==> src/rtl/exm_div_arbiter.sv <==
// exm_div_arbiter: shares one iterative divider between the two EXM lanes.
// Ports: reqN_* lane requests in, rspN_ok/rspN_result held results out,
// div_* launch/abort bus to the divider, div_done/div_result back from it,
// adv/flush pipeline control, clk and async active-high reset.
module exm_div_arbiter #(
    parameter int DATA_W = 32
) (
    input  logic              clk,
    input  logic              reset,
    input  logic              req0_valid,
    input  logic              req0_mod,
    input  logic              req0_unsigned,
    input  logic [DATA_W-1:0] req0_src1,
    input  logic [DATA_W-1:0] req0_src2,
    input  logic              req1_valid,
    input  logic              req1_mod,
    input  logic              req1_unsigned,
    input  logic [DATA_W-1:0] req1_src1,
    input  logic [DATA_W-1:0] req1_src2,
    input  logic              adv,
    input  logic              flush,
    output logic              rsp0_ok,
    output logic [DATA_W-1:0] rsp0_result,
    output logic              rsp1_ok,
    output logic [DATA_W-1:0] rsp1_result,
    output logic              div_start,
    output logic              div_mod,
    output logic              div_unsigned,
    output logic [DATA_W-1:0] div_src1,
    output logic [DATA_W-1:0] div_src2,
    output logic              div_cancel,
    input  logic              div_done,
    input  logic [DATA_W-1:0] div_result
);

    typedef enum logic [1:0] {
        IDLE  = 2'd0,
        BUSY0 = 2'd1,
        BUSY1 = 2'd2
    } st_t;

    st_t               st;
    logic              done0;
    logic              done1;
    logic [DATA_W-1:0] res0;
    logic [DATA_W-1:0] res1;
    logic              start_q;
    logic              mod_q;
    logic              uns_q;
    logic [DATA_W-1:0] src1_q;
    logic [DATA_W-1:0] src2_q;

    logic elig0;
    logic elig1;
    logic own_req;
    logic busy;
    logic kill;
    logic cap0;
    logic cap1;

    assign elig0 = req0_valid & ~done0 & ~flush;
    assign elig1 = req1_valid & ~done1 & ~flush;
    assign busy  = (st != IDLE);

    always_comb begin
        own_req = 1'b0;
        unique case (st)
            BUSY0:   own_req = req0_valid;
            BUSY1:   own_req = req1_valid;
            default: own_req = 1'b0;
        endcase
    end

    // Operation in flight must be abandoned: flush or owner lane dropped.
    assign kill = busy & (flush | ~own_req);

    // Flush beats div_done; a dropped request discards the result too.
    assign cap0 = (st == BUSY0) & div_done & req0_valid & ~flush;
    assign cap1 = (st == BUSY1) & div_done & req1_valid & ~flush;

    // A kill in the launch cycle withdraws the launch instead of
    // aborting it, so start and cancel never coincide.
    assign div_start  = start_q & ~kill;
    assign div_cancel = kill & ~start_q;

    assign div_mod      = mod_q;
    assign div_unsigned = uns_q;
    assign div_src1     = src1_q;
    assign div_src2     = src2_q;
    assign rsp0_ok      = done0;
    assign rsp1_ok      = done1;
    assign rsp0_result  = res0;
    assign rsp1_result  = res1;

    always_ff @(posedge clk or posedge reset) begin
        if (reset) begin
            st      <= IDLE;
            done0   <= 1'b0;
            done1   <= 1'b0;
            res0    <= '0;
            res1    <= '0;
            start_q <= 1'b0;
            mod_q   <= 1'b0;
            uns_q   <= 1'b0;
            src1_q  <= '0;
            src2_q  <= '0;
        end else begin
            start_q <= 1'b0;
            unique case (st)
                IDLE: begin
                    if (elig0) begin
                        st      <= BUSY0;
                        start_q <= 1'b1;
                        mod_q   <= req0_mod;
                        uns_q   <= req0_unsigned;
                        src1_q  <= req0_src1;
                        src2_q  <= req0_src2;
                    end else if (elig1) begin
                        st      <= BUSY1;
                        start_q <= 1'b1;
                        mod_q   <= req1_mod;
                        uns_q   <= req1_unsigned;
                        src1_q  <= req1_src1;
                        src2_q  <= req1_src2;
                    end
                end
                BUSY0, BUSY1: begin
                    if (kill | cap0 | cap1) begin
                        st <= IDLE;
                    end
                end
                default: st <= IDLE;
            endcase

            if (cap0) begin
                res0 <= div_result;
            end
            if (cap1) begin
                res1 <= div_result;
            end

            if (flush) begin
                done0 <= 1'b0;
            end else if (cap0) begin
                done0 <= 1'b1;
            end else if (adv | ~req0_valid) begin
                done0 <= 1'b0;
            end

            if (flush) begin
                done1 <= 1'b0;
            end else if (cap1) begin
                done1 <= 1'b1;
            end else if (adv | ~req1_valid) begin
                done1 <= 1'b0;
            end
        end
    end

endmodule

==> config.mk <==
export PLATFORM = sky130hd
export DESIGN_NAME = exm_div_arbiter
export DESIGN_NICKNAME = d
export VERILOG_FILES = /design/src/rtl/exm_div_arbiter.sv
export SDC_FILE = /design/constraint.sdc
export NUM_CORES = 1
export LEC_CHECK = 0
export ABC_AREA = 1
export CORE_ASPECT_RATIO = 1.25
export CORE_MARGIN = 5
export CORE_UTILIZATION = 41
export CTS_CLUSTER_DIAMETER = 30
export DETAILED_ROUTE_END_ITERATION = 8
export GPL_ROUTABILITY_DRIVEN = 0
export PLACE_DENSITY = 0.79
export REMOVE_ABC_BUFFERS = 1
export SYNTH_ARGS = -nofsm -noshare
export SYNTH_HDL_FRONTEND = slang
export SYNTH_SLANG_ARGS = --single-unit
==> constraint.sdc <==
create_clock -name clk -period 5.12 [get_ports clk]
set_clock_uncertainty 0.2 [all_clocks]
set_input_delay 1.024 -clock clk [delete_from_list [all_inputs] [get_ports clk]]
set_output_delay 1.024 -clock clk [all_outputs]
set_load 0.02 [all_outputs]
==> impl_metrics.ini <==
[detailed_routing]
detail_route.drc_violations = 0
viasPerCell = 4.755
detailedRoute.firstPassIterationCount = 5
vias = 5967
drt_first_iter_violations = 412
drt-wirelength-per-cell_um = 14.83
antenna_violating_nets_post_route = 0
routed_wl_um = 18610

[sta]
setup_viol = 0
fin_ws_ps = 1353
normalized_max_slew_margin = 0.2719
fin_crit_sh = 0.7358
final_max_slew_viol_count = 0
clock.fmax_mhz = 265.5
worst_slew_pin_slew_ps = 1091
time_the_worst_path_needs_with_i_o_delays_and_setup_ps = 3767
hold_viol = 0
hold_ws_ps = 281.7
final.setup.tns_ps = 0
rsz_0062_raised_after_global_routing = no

[floorplan]
start_util = 0.4202
die_width_um = 118.9
dieHeight_um = 146.1
floorplan.die_area_sq_um = 17380
placeableCoreArea_sq_um = 14470
placementRows = 49
io_pins = 305

[place]
preCtsSetupSlack_ps = 1265
count_of_input_and_output_buffers = 304
detailed_place.area_sq_um = 9176
detail_placement_hpwl_um = 13990

[finish]
n_fill_cell = 1186
commonest_non_fill_non_tap_cell_in_the_layout = sky130_fd_sc_hd__nand2_1
design_area_sq_um = 9803
syn_to_layout_area_delta_pct = 61.25
n_antenna_cell = 0
nets = 1238
layout-drive-gt1-share = 0.04085
most-common-layout-cells = sky130_fd_sc_hd__nand2_1, sky130_fd_sc_hd__clkdlybuf4s50_1, sky130_fd_sc_hd__dfrtp_1

[job]
max_cap_viol_count = 0

[logic_synthesis]
mean_cell_area_of_the_mapped_netlist_sq_um = 7.824
post_synth_instance_area_sq_um = 6080
ys_warn_count = 0
syn-instance-count = 777
postSynthRegisterBits = 135
netlist.top_cell.by_area = sky130_fd_sc_hd__dfrtp_1
ys_seq_area_frac = 0.5557
synth.top_cell.area_share = 0.5557
synthTopCellsByArea = sky130_fd_sc_hd__dfrtp_1, sky130_fd_sc_hd__nand2_1, sky130_fd_sc_hd__inv_1
netlist-cell-type-count = 17

[cts]
cts-root-to-sink-buffers = 2
cts_tree = done
cts.hold.buffers_added = 0
clkSlewWorstSetupHoldPaths_ps = 60
h-tree-depth = 4
cts.repair_timing.setup_buffer_count = 0
root_buffer = sky130_fd_sc_hd__clkbuf_16
insertion_delay_ps = 410
cts_inserted_buffers = 17
cts.sink_count = 135
cts.repair.resized = 0

[global_routing]
largest_net_degree_at_the_start_of_global_routing = 114
grt.overflow.total = 0
antenna_found_initial = 0
grt_pass1_wl_um = 29450
grt.total_usage = 0.2113
first_global_vias = 5818

[power_and_ir_drop]
combinationalPowerShare = 0.456
power-per-cell-area_nw_per_um2 = 586.9
power_frac_clock = 0.225
total_switching_power_mw = 2.183
cellInternalPower_mw = 3.571
worst_vdd_rail_ir_drop_uv = 288.9
power_frac_seq = 0.319
power.static_leakage_nw = 4.748
sw_frac_of_total = 0.3794
finalPower_mw = 5.753

[worst_setup_path]
cp-start-kind = input pin
worst_r2r_path_depth = 7
setup.worst_path.class = in2out
worst_r2r_setup_slack_ps = 2450
timing.critical_path.depth = 6
cells_traversed_along_the_worst_timing_path = clkdlybuf4s50_1 -> nand2_1 -> nand2_1 -> nand2_1 -> a21boi_0 -> clkdlybuf4s50_1
setup.worst_path.end_class = output port
worst_ep_arrival_time_ps = 2540
critical_path_required_ps = 3900
critical_path.most_common_cell = sky130_fd_sc_hd__nand2_1
crit_path_max_incr_delay_ps = 630
critical_path.top_delay_family = buffers and inverters
timing.critical_path.slowest_stage_cell = sky130_fd_sc_hd__clkdlybuf4s50_1
cp_max_fo = 3
cp_num_buf_inv = 2

[hold_path]
holdPathStages = 2
timing.hold.worst.class = reg2reg

[outcome]
run_status = finished, final reports clean
## synth_stat cells
master                     count
sky130_fd_sc_hd__a21boi_0      1
sky130_fd_sc_hd__a21oi_4       1
sky130_fd_sc_hd__buf_2        20
sky130_fd_sc_hd__buf_4         9
sky130_fd_sc_hd__buf_6         1
sky130_fd_sc_hd__clkbuf_1     12
sky130_fd_sc_hd__dfrtp_1     135
sky130_fd_sc_hd__ha_1          3
sky130_fd_sc_hd__inv_1       108
sky130_fd_sc_hd__inv_2         2
sky130_fd_sc_hd__nand2_1     343
sky130_fd_sc_hd__nand3_1       5
sky130_fd_sc_hd__nand3_2       1
sky130_fd_sc_hd__nor2_1        4
sky130_fd_sc_hd__o21ai_0      58
sky130_fd_sc_hd__o21ai_1      72
sky130_fd_sc_hd__o31ai_1       2
## registers in the layout (all words and copies together) (netlist names)
register,cells
div_mod,1
rsp1_ok,1
rsp0_ok,1
rsp0_result,32
div_src1,32
rsp1_result,32
div_src2,32
div_unsigned,1
start_q,1
st,2
## per-stage QoR
stage / instances / util
floorplan: 735 / -
global placement: 1223 / 0.6342
detailed placement: 1223 / 0.6342
CTS: 1255 / 0.6775
global route: 1255 / 0.6775
finish: 1255 / 0.6775
## per-layer routing
metal	share of wire	vias to the layer above	GRT usage
met3	0.11	33	0.08549
met1	0.39	2730	0.2464
met4	0.025	0	0.07420
li1	-	2941	-
met2	0.47	263	0.3525
met5	0	-	0
## path summary, 6_finish.rpt
kind / to / startpoint
setup / recovery: div_start / req0_valid
hold / removal: rsp1_result[22]$_DFFE_PP0P_ / rsp1_result[22]$_DFFE_PP0P_
setup reg to reg: div_src2[20]$_DFFE_PP0P_ / rsp0_ok$_DFFE_PP0P_
hold reg to reg: rsp1_result[22]$_DFFE_PP0P_ / rsp1_result[22]$_DFFE_PP0P_
max in group asynchronous: div_src1[12]$_DFFE_PP0P_ / reset
min in group asynchronous: rsp1_result[21]$_DFFE_PP0P_ / reset
## worst reg2reg max path, stage by stage, from the launching register on
cell	delay, ps
sky130_fd_sc_hd__dfrtp_1	380
sky130_fd_sc_hd__inv_1	90
sky130_fd_sc_hd__nand3_2	470
sky130_fd_sc_hd__inv_2	1020
sky130_fd_sc_hd__nand2_1	140
sky130_fd_sc_hd__nand2_1	110
sky130_fd_sc_hd__nand2_1	60
sky130_fd_sc_hd__o21ai_1	120
## kinds of logic after synthesis
| group | share of synthesized area |
|---|---|
| buffers and inverters | 0.1048 |
| AND/OR/NAND/NOR | 0.2200 |
| AO/OA/AOI/OAI | 0.1134 |
| flip-flops | 0.5557 |
| adder cells (fa/ha/maj) | 0.006175 |
## power groups by stage
stage	Clock, mW	Sequential [mW]	Combinational (mW)
2_1_floorplan	0	2.42	0.663
3_3_place_gp	0	1.83	2.61
3_5_place_dp	0	1.85	2.65
4_1_cts	1.31	1.84	2.66
5_1_grt	1.37	1.90	2.83
6_report	1.29	1.84	2.63
## layout make-up
type,count,area [sq um],area share
tap,178,222.7,0.02272
timing repair buffer,310,3088,0.3150
clock buffer,18,439.2,0.04480
multi-input combinational,490,2069,0.2111
inverter,110,417.9,0.04263
clock inverter,14,187.7,0.01914
sequential,135,3378,0.3446
(Power assumes the default switching activity.)
